File: config.mk
export PLATFORM = sky130hd
export DESIGN_NAME = comb_change_monitor
export DESIGN_NICKNAME = d
export VERILOG_FILES = /design/src/rtl/comb_monitor_pkg.sv /design/src/rtl/sync_fifo.sv /design/src/rtl/comb_change_monitor.sv
export SDC_FILE = /design/constraint.sdc
export NUM_CORES = 1
export LEC_CHECK = 0
export CAP_MARGIN = 20
export CORE_MARGIN = 3
export CORE_UTILIZATION = 47
export DETAILED_ROUTE_END_ITERATION = 8
export PLACE_DENSITY = 0.66
export REMOVE_ABC_BUFFERS = 1
export SLEW_MARGIN = 15
export SYNTH_ARGS = -nofsm -noshare
export SYNTH_HDL_FRONTEND = slang
export SYNTH_HIERARCHICAL = 1
export SYNTH_SLANG_ARGS = --single-unit
File: constraint.sdc
create_clock -name clk -period 8.75 [get_ports clk]
set_input_delay 1.75 -clock clk [delete_from_list [all_inputs] [get_ports clk]]
set_output_delay 1.75 -clock clk [all_outputs]
set_load 0.02 [all_outputs]
File: src/rtl/comb_monitor_pkg.sv
// comb_monitor_pkg: state type and default parameters shared by the change monitor
package comb_monitor_pkg;
   typedef enum logic {INIT, RUN} state_t;
   localparam int DEF_CHANNELS = 2;
   localparam int DEF_WIDTH    = 1;
   localparam int DEF_DEPTH    = 4;
   localparam int DEF_TS_WIDTH = 16;
endpackage

File: src/rtl/sync_fifo.sv
// sync_fifo: single-clock record FIFO; a push into a full FIFO is taken only alongside a pop
module sync_fifo #(
   parameter int DW    = 8,
   parameter int DEPTH = 4
) (
   input  logic                         clk,
   input  logic                         rst,
   input  logic                         i_push,
   input  logic                         i_pop,
   input  logic [DW-1:0]                i_data,
   output logic [DW-1:0]                o_data,
   output logic                         o_full,
   output logic                         o_empty,
   output logic [$clog2(DEPTH+1)-1:0]   o_count
);
   localparam int AW = $clog2(DEPTH);
   localparam int CW = $clog2(DEPTH+1);
   logic [DW-1:0] r_mem [DEPTH];
   logic [AW-1:0] r_wr;
   logic [AW-1:0] r_rd;
   logic [CW-1:0] r_count;
   logic          w_wr;
   logic          w_rd;
   assign o_empty = r_count == '0;
   assign o_full  = r_count == CW'(DEPTH);
   assign o_count = r_count;
   assign o_data  = r_mem[r_rd];
   assign w_rd    = i_pop && !o_empty;
   assign w_wr    = i_push && (!o_full || w_rd);
   always_ff @(posedge clk) begin
      if (w_wr && !rst) r_mem[r_wr] <= i_data;
   end
   always_ff @(posedge clk) begin
      if (rst) begin
         r_wr    <= '0;
         r_rd    <= '0;
         r_count <= '0;
      end else begin
         if (w_wr) r_wr <= r_wr + 1'b1;
         if (w_rd) r_rd <= r_rd + 1'b1;
         r_count <= r_count + CW'(w_wr) - CW'(w_rd);
      end
   end
endmodule

File: src/rtl/comb_change_monitor.sv
// comb_change_monitor: records {in_data, timestamp} at start-up and on every input change
module comb_change_monitor
   import comb_monitor_pkg::*;
#(
   parameter int CHANNELS = DEF_CHANNELS,
   parameter int WIDTH    = DEF_WIDTH,
   parameter int DEPTH    = DEF_DEPTH,
   parameter int TS_WIDTH = DEF_TS_WIDTH
) (
   input  logic                         clk,
   input  logic                         rst,
   input  logic [CHANNELS*WIDTH-1:0]    in_data,
   output logic                         out_valid,
   input  logic                         out_ready,
   output logic [CHANNELS*WIDTH-1:0]    out_data,
   output logic [TS_WIDTH-1:0]          out_time,
   output logic                         overflow,
   output logic [$clog2(DEPTH+1)-1:0]   count
);
   localparam int DW = CHANNELS*WIDTH;
   state_t                       r_state;
   logic [TS_WIDTH-1:0]          r_ts;
   logic [DW-1:0]                r_prev;
   logic                         r_overflow;
   logic                         w_push;
   logic                         w_pop;
   logic                         w_full;
   logic                         w_empty;
   logic [DW+TS_WIDTH-1:0]       w_head;
   logic [$clog2(DEPTH+1)-1:0]   w_count;
   // case-inequality so X/Z transitions also count as changes
   assign w_push    = !rst && (r_state == INIT || in_data !== r_prev);
   assign out_valid = !rst && !w_empty;
   assign w_pop     = out_valid && out_ready;
   assign {out_data, out_time} = out_valid ? w_head : '0;
   assign count     = rst ? '0 : w_count;
   assign overflow  = r_overflow;
   always_ff @(posedge clk) begin
      if (rst) begin
         r_state    <= INIT;
         r_ts       <= '0;
         r_prev     <= '0;
         r_overflow <= 1'b0;
      end else begin
         r_state <= RUN;
         r_ts    <= r_ts + 1'b1;
         r_prev  <= in_data;
         if (w_push && w_full && !w_pop) r_overflow <= 1'b1;
      end
   end
   sync_fifo #(.DW(DW+TS_WIDTH), .DEPTH(DEPTH)) u_fifo (
      .clk     (clk),
      .rst     (rst),
      .i_push  (w_push),
      .i_pop   (w_pop),
      .i_data  ({in_data, r_ts}),
      .o_data  (w_head),
      .o_full  (w_full),
      .o_empty (w_empty),
      .o_count (w_count)
   );
endmodule
==> summary.log <==
[outcome] outcome complete, no violations
[logic_synthesis] post-synthesis register bit count 101
[logic_synthesis] number of synthesized flops with an enable pin 72
[sta] Fin Setup TNS 0 ps
[global_route] Congestion Overflow GR 0
[critical_path] Critical Path Max Stage Delay 600 ps
[critical_path] CP startpoint kind input pin
[critical_path] slowest library cell on the worst path sky130_fd_sc_hd__clkdlybuf4s50_1
[logic_synthesis] count of different cell masters after synthesis 40
[critical_path] Worst Setup Path Type in2out
[clocking] number of buffers between clock root and the deepest sink 2
[clocking] Resized cells post-CTS 0
[floorplan] core box area 8299 µm²
[clocking] TritonCTS clock tree yes
[clocking] H-tree level count 3
[critical_path] reg2reg setup slack 5870 ps
[logic_synthesis] per-instance average area after synthesis 15.99 µm²
[global_route] aggregate global-route resource usage 0.1474
[sta] Slew Limit Headroom 0.3652
[power_and_ir_drop] maximum resistive drop on vdd 0.1149 mV
[critical_path] combined buffer and inverter count along the critical path 4
[sta] slew at the pin closest to its max-slew limit 950.8 ps
[route] post-detailed-routing wire length 6.659 mm
[floorplan] Die Wd 98.97 µm
[logic_synthesis] Synth area leaders sky130_fd_sc_hd__edfxtp_1, sky130_fd_sc_hd__dfxtp_1, sky130_fd_sc_hd__mux4_2, sky130_fd_sc_hd__xnor2_1, sky130_fd_sc_hd__and2_1
[route] first-pass iteration count of the detailed router 4
[clocking] hold_buf cts 0
[global_route] wire length of the first global-routing pass 11.09 mm
[floorplan] Die Outline Area 9795 µm²
[logic_synthesis] share of synthesized registers carrying an async set or reset 0
[logic_synthesis] commonest register cell after synthesis sky130_fd_sc_hd__edfxtp_1
[sta] setup repair after global routing missed its margin false
[cells_and_area] number of nets in the final layout 302
[sta] portion of the clock cycle consumed by the worst path in the final layout 0.6165
[critical_path] critical path cell sequence clkdlybuf4s50_1, buf_4, nor2_1, buf_4, and2_1, clkdlybuf4s50_1
[logic_synthesis] number of instances in the synthesized netlist 254
[power_and_ir_drop] Lkg Pwr 1.536 nW
[sta] final worst clock skew 10.39 ps
[logic_synthesis] leading post-synthesis cells by instance count sky130_fd_sc_hd__edfxtp_1, sky130_fd_sc_hd__dfxtp_1, sky130_fd_sc_hd__nor2_1, sky130_fd_sc_hd__and2_1, sky130_fd_sc_hd__mux4_2
[critical_path] Worst setup EP type primary output
[place] placer congestion estimate 0.7006
[clocking] Root Driver sky130_fd_sc_hd__clkbuf_8
[power_and_ir_drop] power consumption 1.015 mW
[route] routed vias 2,101
[sta] number of setup violations in the final report 0
[sta] time the worst path needs with I/O delays and setup 5395 ps
[clocking] Inserted Clock Buffers 9
[global_route] vias in the first global route 2,142
[global_route] initial antenna violation count 0
[global_route] maximum number of pins on one net before global-route repair 40
[cells_and_area] fraction of layout cells with a size suffix above 1 0.1864
[critical_path] signal arrival time at the worst endpoint 3640 ps
[sta] Slew Viols, Final 0
[critical_path] Worst Path Max Fanout 39
[route] number of nets still failing antenna checks after routing 0
[logic_synthesis] most numerous cell in the Yosys netlist sky130_fd_sc_hd__edfxtp_1
[floorplan] floorplan die height 98.97 µm
[flow_run] Maximum Capacitance Violations 0
[cells_and_area] antenna diode count 0
[cells_and_area] Area growth syn-to-layout 15.00%
[place] HPWL after DPL 4.026 mm
[critical_path] cell family with the largest share of critical-path delay buffers and inverters
[route] DR WL/cell 16.65 µm
[route] remaining routing DRC violations 0
[logic_synthesis] sequential element share of the synthesized area 0.6751
[sta] maximum clock frequency 185.4 MHz
[worst_hold_path] class of the worst hold path reg2reg
[place] number of input and output port buffers inserted 27
[logic_synthesis] Yosys warnings 6
[floorplan] number of I/O pins 28
[floorplan] initial core utilization 0.4895
[logic_synthesis] Mapped Area 4063 µm²
[clocking] Clock Pin Slew Worst Setup and Hold Paths 100 ps
[route] DRC violation total after the first TritonRoute iteration 87
[sta] Hold Vio Cnt, Final 0
[clocking] count of clock tree sinks 101
[clocking] buffers inserted during post-CTS setup optimization 0
[clocking] Clk Latency, worst-skew pair 360 ps
[logic_synthesis] area share of the largest cell type after synthesis 0.5322
[logic_synthesis] library cell occupying the most area in the post-synthesis netlist sky130_fd_sc_hd__edfxtp_1
[floorplan] # rows 33
[place] pre-CTS setup slack 3317 ps
[critical_path] CP required 7000 ps
[power_and_ir_drop] power density normalized to cell area 217.1 nW/µm²
[route] average via count per standard cell 5.253
[sta] final setup margin 3355 ps
per-layer routing:
metal | up-vias | wire length (µm) | GRT usage
li1 | 1001 | - | -
met1 | 1050 | 3053 | 0.2057
met2 | 45 | 3208 | 0.2288
met3 | 5 | 323 | 0.03892
met4 | 0 | 74 | 0.04517
met5 | - | 0 | 0
cell families after synthesis:
family / after synthesis / synth area share
AO/OA/AOI/OAI: 8 / 0.01540
XOR/XNOR: 18 / 0.03881
adder cells (fa/ha/maj): 7 / 0.02341
buffers and inverters: 18 / 0.01817
flip-flops: 101 / 0.6751
multiplexers: 22 / 0.1112
AND/OR/NAND/NOR: 80 / 0.1180
stage by stage:
step	utilization	cells	hold WS, ps	instance area, µm²
floorplan	-	245	474.2	4023
global placement	0.5418	384	453.4	4497
detailed placement	0.5418	384	460.3	4497
CTS	0.5629	400	484.3	4672
global route	0.5629	400	501.8	4672
finish	0.5629	400	479.5	4672
report_power, final:
| group | switching [mW] | total, mW | internal (mW) |
|---|---|---|---|
| combinational | 0.0959 | 0.196 | 0.101 |
| sequential | 0.0194 | 0.555 | 0.536 |
| clock | 0.157 | 0.263 | 0.106 |
| total | 0.272 | 1.01 | 0.742 |
path summary, 6_finish.rpt:
path | to | cells past startpoint | from
worst min register to register | overflow | 1 | overflow
worst max-delay path | out_time[14] | 6 | rst
worst min-delay path | overflow | 1 | overflow
worst max register to register | u_fifo/o_count[2] | 12 | u_fifo/o_count[1]
area by class of cell:
type | instances | area, µm²
Clock buffer | 10 | 127.6
Inverter | 9 | 33.78
Fill cell | 659 | 3627
Multi-Input combinational cell | 135 | 1266
Clock inverter | 6 | 47.55
Timing Repair Buffer | 34 | 322.8
Sequential cell | 101 | 2743
Tap cell | 105 | 131.4
cell usage in the layout (no fill, tap or decap), types with 2 or more instances in the layout:
| master | netlist | final |
|---|---|---|
| sky130_fd_sc_hd__edfxtp_1 | 72 | 72 |
| sky130_fd_sc_hd__nand3_1 | 4 | 4 |
| sky130_fd_sc_hd__nand2b_1 | 2 | 2 |
| sky130_fd_sc_hd__mux4_2 | 18 | 18 |
| sky130_fd_sc_hd__nor3_1 | 5 | 5 |
| sky130_fd_sc_hd__mux2i_1 | 2 | 2 |
| sky130_fd_sc_hd__buf_4 | 1 | 7 |
| sky130_fd_sc_hd__clkinvlp_4 | 0 | 2 |
| sky130_fd_sc_hd__dfxtp_1 | 29 | 29 |
| sky130_fd_sc_hd__nor3b_2 | 0 | 4 |
| sky130_fd_sc_hd__ha_1 | 6 | 6 |
| sky130_fd_sc_hd__nor2_1 | 23 | 23 |
| sky130_fd_sc_hd__nor2b_1 | 9 | 9 |
| sky130_fd_sc_hd__and2_1 | 18 | 18 |
| sky130_fd_sc_hd__xnor2_1 | 15 | 15 |
| sky130_fd_sc_hd__nor4_2 | 3 | 3 |
| sky130_fd_sc_hd__clkdlybuf4s50_1 | 0 | 27 |
| sky130_fd_sc_hd__nand2_1 | 4 | 4 |
| sky130_fd_sc_hd__xor2_1 | 3 | 3 |
| sky130_fd_sc_hd__clkbuf_8 | 0 | 9 |
| sky130_fd_sc_hd__inv_1 | 9 | 9 |
| sky130_fd_sc_hd__nand3_2 | 2 | 2 |
sequential cells by signal (all words and copies together), names as in the netlist, named ones only:
name            cells
overflow            1
r_ts               16
u_fifo/o_count      3
u_fifo/r_wr         2
r_state             1
r_prev              2
u_fifo/r_mem       72
u_fifo/r_rd         2
Power figures use the tool's default switching activity.
